===== src/rtl/serial_cmp_pkg.sv =====
// Shared constants for the bit-serial comparator sequencer: default operand width
// and controller state encoding.
package serial_cmp_pkg;

    localparam int DEFAULT_WIDTH = 8;

    localparam logic [1:0] S_IDLE  = 2'd0;
    localparam logic [1:0] S_SHIFT = 2'd1;
    localparam logic [1:0] S_DONE  = 2'd2;

endpackage


===== src/rtl/compare_bit_cell.sv =====
// One-bit chained magnitude cell: z is 1 when the bits seen so far (LSB-first)
// make x's number greater than y's number.
module compare_bit_cell (
    input  logic x,
    input  logic y,
    input  logic v,
    output logic z
);

    assign z = (x & ~y) | (~(x ^ y) & v);

endmodule


===== src/rtl/serial_compare_ctrl.sv =====
// Sequencer that compares two WIDTH-bit operands LSB-first through one compare_bit_cell.
// Optional equality output is built when SERIAL_CMP_EQ_EN is defined.
//
// state   | meaning
// S_IDLE  | waiting for start; operands latched when start is accepted
// S_SHIFT | one operand bit pair evaluated per clock, chain fed back via v_reg
// S_DONE  | done pulse; gt (and eq) hold the final result
module serial_compare_ctrl
    import serial_cmp_pkg::*;
#(
    parameter int WIDTH = DEFAULT_WIDTH
) (
    input  logic             clk,
    input  logic             rst_n,
    input  logic             start,
    input  logic [WIDTH-1:0] a,
    input  logic [WIDTH-1:0] b,
    output logic             busy,
    output logic             done,
`ifdef SERIAL_CMP_EQ_EN
    output logic             eq,
`endif
    output logic             gt
);

    localparam int CW = $clog2(WIDTH);
    localparam logic [CW-1:0] LAST = CW'(WIDTH - 1);

    logic [1:0]       state;
    logic [CW-1:0]    cnt;
    logic [WIDTH-1:0] a_sh;
    logic [WIDTH-1:0] b_sh;
    logic             v_reg;
    logic             z;

    compare_bit_cell u_cell (
        .x (a_sh[0]),
        .y (b_sh[0]),
        .v (v_reg),
        .z (z)
    );

    assign busy = (state != S_IDLE);
    assign done = (state == S_DONE);

    // Results are captured on the edge that enters S_DONE so they are already
    // valid while done is high.
    always_ff @(posedge clk) begin
        if (!rst_n) begin
            state <= S_IDLE;
            cnt   <= '0;
            a_sh  <= '0;
            b_sh  <= '0;
            v_reg <= 1'b0;
            gt    <= 1'b0;
        end else begin
            case (state)
                S_IDLE: begin
                    if (start) begin
                        a_sh  <= a;
                        b_sh  <= b;
                        cnt   <= '0;
                        v_reg <= 1'b0;
                        gt    <= 1'b0;
                        state <= S_SHIFT;
                    end
                end
                S_SHIFT: begin
                    v_reg <= z;
                    a_sh  <= a_sh >> 1;
                    b_sh  <= b_sh >> 1;
                    cnt   <= cnt + 1'b1;
                    if (cnt == LAST) begin
                        gt    <= z;
                        state <= S_DONE;
                    end
                end
                S_DONE: begin
                    state <= S_IDLE;
                end
                default: begin
                    state <= S_IDLE;
                end
            endcase
        end
    end

`ifdef SERIAL_CMP_EQ_EN
    logic eq_acc;
    logic bit_eq;

    assign bit_eq = ~(a_sh[0] ^ b_sh[0]);

    always_ff @(posedge clk) begin
        if (!rst_n) begin
            eq_acc <= 1'b0;
            eq     <= 1'b0;
        end else begin
            case (state)
                S_IDLE: begin
                    if (start) begin
                        eq_acc <= 1'b1;
                        eq     <= 1'b0;
                    end
                end
                S_SHIFT: begin
                    eq_acc <= eq_acc & bit_eq;
                    if (cnt == LAST) begin
                        eq <= eq_acc & bit_eq;
                    end
                end
                default: begin
                end
            endcase
        end
    end
`endif

endmodule

===== config.mk =====
export PLATFORM = sky130hd
export DESIGN_NAME = serial_compare_ctrl
export DESIGN_NICKNAME = d
export VERILOG_FILES = /design/src/rtl/serial_cmp_pkg.sv /design/src/rtl/compare_bit_cell.sv /design/src/rtl/serial_compare_ctrl.sv
export SDC_FILE = /design/constraint.sdc
export NUM_CORES = 1
export LEC_CHECK = 0
export CORE_MARGIN = 3
export CORE_UTILIZATION = 45
export CTS_BUF_LIST = sky130_fd_sc_hd__clkbuf_4 sky130_fd_sc_hd__clkbuf_8 sky130_fd_sc_hd__clkbuf_16
export DETAILED_ROUTE_END_ITERATION = 16
export PLACE_DENSITY_LB_ADDON = 0.15
export SLEW_MARGIN = 20
export SYNTH_ARGS = -nofsm -noshare
export SYNTH_HDL_FRONTEND = slang
export SYNTH_SLANG_ARGS = --single-unit
export TNS_END_PERCENT = 5

===== constraint.sdc =====
create_clock -name clk -period 1.9 [get_ports clk]
set_input_delay 0.38 -clock clk [delete_from_list [all_inputs] [get_ports clk]]
set_output_delay 0.38 -clock clk [all_outputs]
set_load 0.005 [all_outputs]

# After elaboration in Yosys (flattened, before gate mapping)
# Index checks and enable logic that the tools add are counted.
word_totals:
  ff_bits: 23
  in_bits: 19
  out_inout_bits: 3
  elab_cells: 37
op_classes:
  addsub: 1
  eq_ne: 5
  n_mux: 13
  bitwise: 6
  n_reduce_logical: 6
op_table:
  columns: ["op", "n"]
  rows:
  - ["8-bit one-hot mux with 2 select lines", 2]
  - ["8-bit 2-to-1 mux", 2]
  - ["3-bit one-hot mux with 2 select lines", 1]
  - ["2-bit 2-to-1 mux", 2]
  - ["2-bit != test (second input constant)", 2]
  - ["1-bit one-hot mux with 2 select lines", 2]
  - ["2-bit one-hot mux with 2 select lines", 1]
  - ["2-bit AND reduction", 2]
  - ["2-bit nonzero test", 2]
  - ["3-bit by 1-bit adder with 3-bit output (second input constant)", 1]
  - ["3-bit equality test (second input constant)", 1]
  - ["3-bit 2-to-1 mux", 1]
  - ["3-bit AND reduction", 1]
  - ["1-bit AND", 2]
  - ["2-bit by 1-bit equality test with 1-bit output (second input constant)", 1]
  - ["2-bit equality test (second input constant)", 1]
  - ["2-bit zero test", 1]
  - ["1-bit 2-to-1 mux", 2]
  - ["1-bit NOT", 2]
  - ["1-bit bitwise OR", 1]
  - ["1-bit bitwise XOR", 1]

# Depth between registers and ports, before layout
depth:
  word_depth: 6
  ltp_mapped: 5
  mapped_depth_nobuf: 5

# By module
# Synthesis repeated with hierarchy kept, for this count alone.
unflattened:
  cells_unflattened: 112
  hier_area_um2: 1028.5
modules_own_cells:
  columns: ["mod", "n_inst", "cells_per_inst", "area_each_um2", "seq_area_each_um2"]
  rows:
  - ["serial_compare_ctrl", 1, 109, 1004.7, 460.4]
  - ["compare_bit_cell", 1, 3, 23.8, 0.0]

# Least setup slack after synthesis
# No wires, ideal clock.
synth_timing:
  path_type: "register to output"
  start: "reg state[1]"
  end: "out done"
  arrival_time_ns: 0.821
  required_time_ns: 1.520
  path_slack_ns: 0.699
  stages_incl_launch_ff: 4
  path_buffers: 1
  path_cell_list: "dfxtp_1 inv_1 buf_6 nor2_1"
synth_via:
  elab_chain_cells: 1
synth_rtl:
  columns: ["item", "line_no", "source"]
  rows:
  - ["from (decl)", "serial_compare_ctrl.sv:29", "logic [1:0] state;"]
  - ["from (signal assigned)", "serial_compare_ctrl.sv:50", "state <= S_IDLE;"]
  - ["from (signal assigned)", "serial_compare_ctrl.sv:65", "state <= S_SHIFT;"]
  - ["from (signal assigned)", "serial_compare_ctrl.sv:75", "state <= S_DONE;"]
  - ["2-bit equality test", "serial_compare_ctrl.sv:44", "assign done = (state == S_DONE);"]
  - ["to (decl)", "serial_compare_ctrl.sv:19", "output logic done,"]
# No other way between the ends.

# Worst setup path after layout
layout_timing:
  start: "reg state[0]"
  end: "out done"
# The elaborated chain is that of the path after synthesis.

==> reports/metrics.cfg <==
[setup_path]
critPathLaunchType = flip-flop
arrival_ps = 1450
cp-end-kind = output port
required_ps = 1520
crit_fanout = 17
path_class = flip-flop to output port

[cells_and_area]
nets = 163
final_core_util_pct = 59.7
area_growth_pct = 23.5
fillCellCount = 219
top_regs = a_sh x8, b_sh x8, cnt x3
drive_gt1_share_pct = 13.6
final_cell_area_mm2 = 0.00135
stdcell_count = 168
antenna_cells = 0

[clock_network]
insertion_delay_ps = 310
cts_tree = built
clockBufferDepth = 2
cts_made_buffers = 3
cts_sinks = 23
clk_pin_slew_worst_paths_ps = 120
cts_hold_buffers = 0
cts-root-buf = clkbuf_4
htree_levels = 1

[power]
vdd_drop_max_mv = 0.572
p_leak_nw = 0.528
power_density_mw_per_mm2 = 706

[timing]
finClkSkew_ps = 2.19
max-slew-margin-rel_pct = 80.4
final_max_slew_viol_count = 0
fmax_mhz = 546
min_period_ps = 1830
hold_violations = 0
finalSetupViolations = 0
fin_crit_sh_pct = 96.4
tightest_slew_ps = 293
whs_ps = 492
rsz0062_at_grt = false

[floorplanning]
die_h_um = 55.2
top_level_ports = 22
placementRows = 17
die-width_um = 55.2
core_area_mm2 = 0.00225
die_area_mm2 = 0.00305
start_util_pct = 48.3

[job]
maxCapViolations = 0

[placed_design]
dpl.hpwl_um = 1630
placed_cells = 162
io_buffers = 21
dpl-instance-area_mm2 = 0.00129
place_congestion = 0.751

[synthesis]
yosysUniqueCellTypes = 30
synth_fa_ha_area_share_pct = 3.44
avgSynthCellArea_um2 = 9.31
yosysWarnings = 0
synthesis.nets = 139
synthSimpleGateAreaFrac_pct = 11.8
synth_mux_area_share_pct = 1.84
synth_xor_area_share_pct = 0
synth-compound-area-share_pct = 32.6
synthesis.area_mm2 = 0.00109
ys_ff_latch = 23
synth_top_family_by_area = compound AO/OA/AOI/OAI gates
yosysSeqAreaShare_pct = 42.3
syn_inst = 117

[grt]
grt_pass1_wl_um = 4070
overflow = 0
grt_max_degree = 22
antenna_found_initial = 0
grt_pass1_vias = 927
gr-usage-all-layers_pct = 16.1

[hold_path]
min_path_type = flip-flop to flip-flop

[drt]
viasPerCell = 5.37
drc_errors = 0
dr.pass1.iters = 4
routed-via-count = 902
postRouteAntennaNets = 0
drt_wl_total_um = 2330
drt_iter0_markers = 22
wire_per_inst_um = 13.9

[outcome]
outcome = complete, no violations

synth_stat cells (all sizes together):
| cell | n | share of area (%) |
|---|---|---|
| buf | 6 | 5.6 |
| nor2 | 10 | 3.4 |
| nand2 | 3 | 1.0 |
| a22oi | 3 | 2.1 |
| mux2i | 2 | 1.8 |
| o21ai | 14 | 6.8 |
| a32o | 2 | 1.8 |
| o21ba | 1 | 1.5 |
| o2bb2ai | 9 | 7.2 |
| o22ai | 5 | 2.9 |
| and2b | 1 | 0.80 |
| nor2b | 6 | 3.7 |
| dfxtp | 23 | 42 |
| a22o | 2 | 1.7 |
| clkbuf | 2 | 1.0 |
| nand2b | 1 | 1.3 |
| ha | 3 | 3.4 |
| inv | 4 | 1.4 |
| and3 | 2 | 1.1 |
| o21bai | 1 | 0.69 |
| nand3 | 1 | 0.46 |
| a21o | 1 | 0.69 |
| a21oi | 15 | 7.2 |
cells by family (layout without fill, tap and decap cells):
kind of cell    count (synthesis)  count (layout)
compound gates                 53              53
fa+ha+maj                       3               3
buf+inv                        12              35
flops                          23              23
mux                             2               2
simple gates                   24              24
critical path: stages, from the launching register on:
cell	delay (ps)
dfxtp_1	360
buf_6	170
nor2_1	110
clkdlybuf4s50_1	500
layout by cell type (no fill, tap or decap), drive strengths merged:
cell	Yosys	final
nand3	1	1
o21ba	1	1
and3	2	2
clkbuf	2	4
and2b	1	1
mux2i	2	2
o2bb2ai	9	9
clkdlybuf4s50	0	21
clkinvlp	0	1
nor2b	6	6
nand2	3	3
o22ai	5	5
o21bai	1	1
a21o	1	1
nand2b	1	1
buf	6	6
ha	3	3
nor2	10	10
a21oi	15	15
a22oi	3	3
inv	4	3
a32o	2	2
o21ai	14	14
a22o	2	2
dfxtp	23	23
layer usage:
metal	vias to the layer above	wire, um	GRT usage, %
met5	-	0	0
met4	0	40	6.25
met3	5	118	3.04
met2	23	1090	27.7
met1	402	1080	19.7
li1	472	-	-
final timing paths:
check	startpoint	to	slack (ps)	depth (start not counted)
hold reg to reg	gt	gt	490	2
setup / recovery	state[0]	done	70	3
hold / removal	gt	gt	490	2
setup reg to reg	cnt[0]	gt	690	5
stage by stage:
step / setup TNS, ps / setup slack, ps / power, W
after floorplan: 0 / 699 / 0.000655
after global placement: 0 / 285 / 0.000711
after detailed placement: 0 / 248 / 0.000715
after CTS: -36.3 / -36.3 / 0.000958
after global routing: 0 / 1.20 / 0.00100
final: 0 / 68.7 / 0.000950
what timing repair did:
item / 4_1_cts / 5_1_grt
endpoints found under the hold margin: 0 / 0
setup endpoints to repair: 2 / 1
setup buffers: 0 / 2
gates resized for setup: 1 / 2
area by class of cell:
class                   count  area (um2)  share of cell area (%)
inverters                   4        18.8                    1.39
repair buffers             27         259                    19.2
clock buffers               4        30.0                    2.23
flip-flops and latches     23         462                    34.3
multi-input cells          82         542                    40.2
well taps                  28        35.0                    2.60
power breakdown:
group	internal [W]	switching [W]	total (W)
clock network	0.0000963	0.000143	0.000239
logic	0.0000974	0.0000780	0.000175
registers	0.000516	0.0000195	0.000536
(Power assumes the default switching activity.)
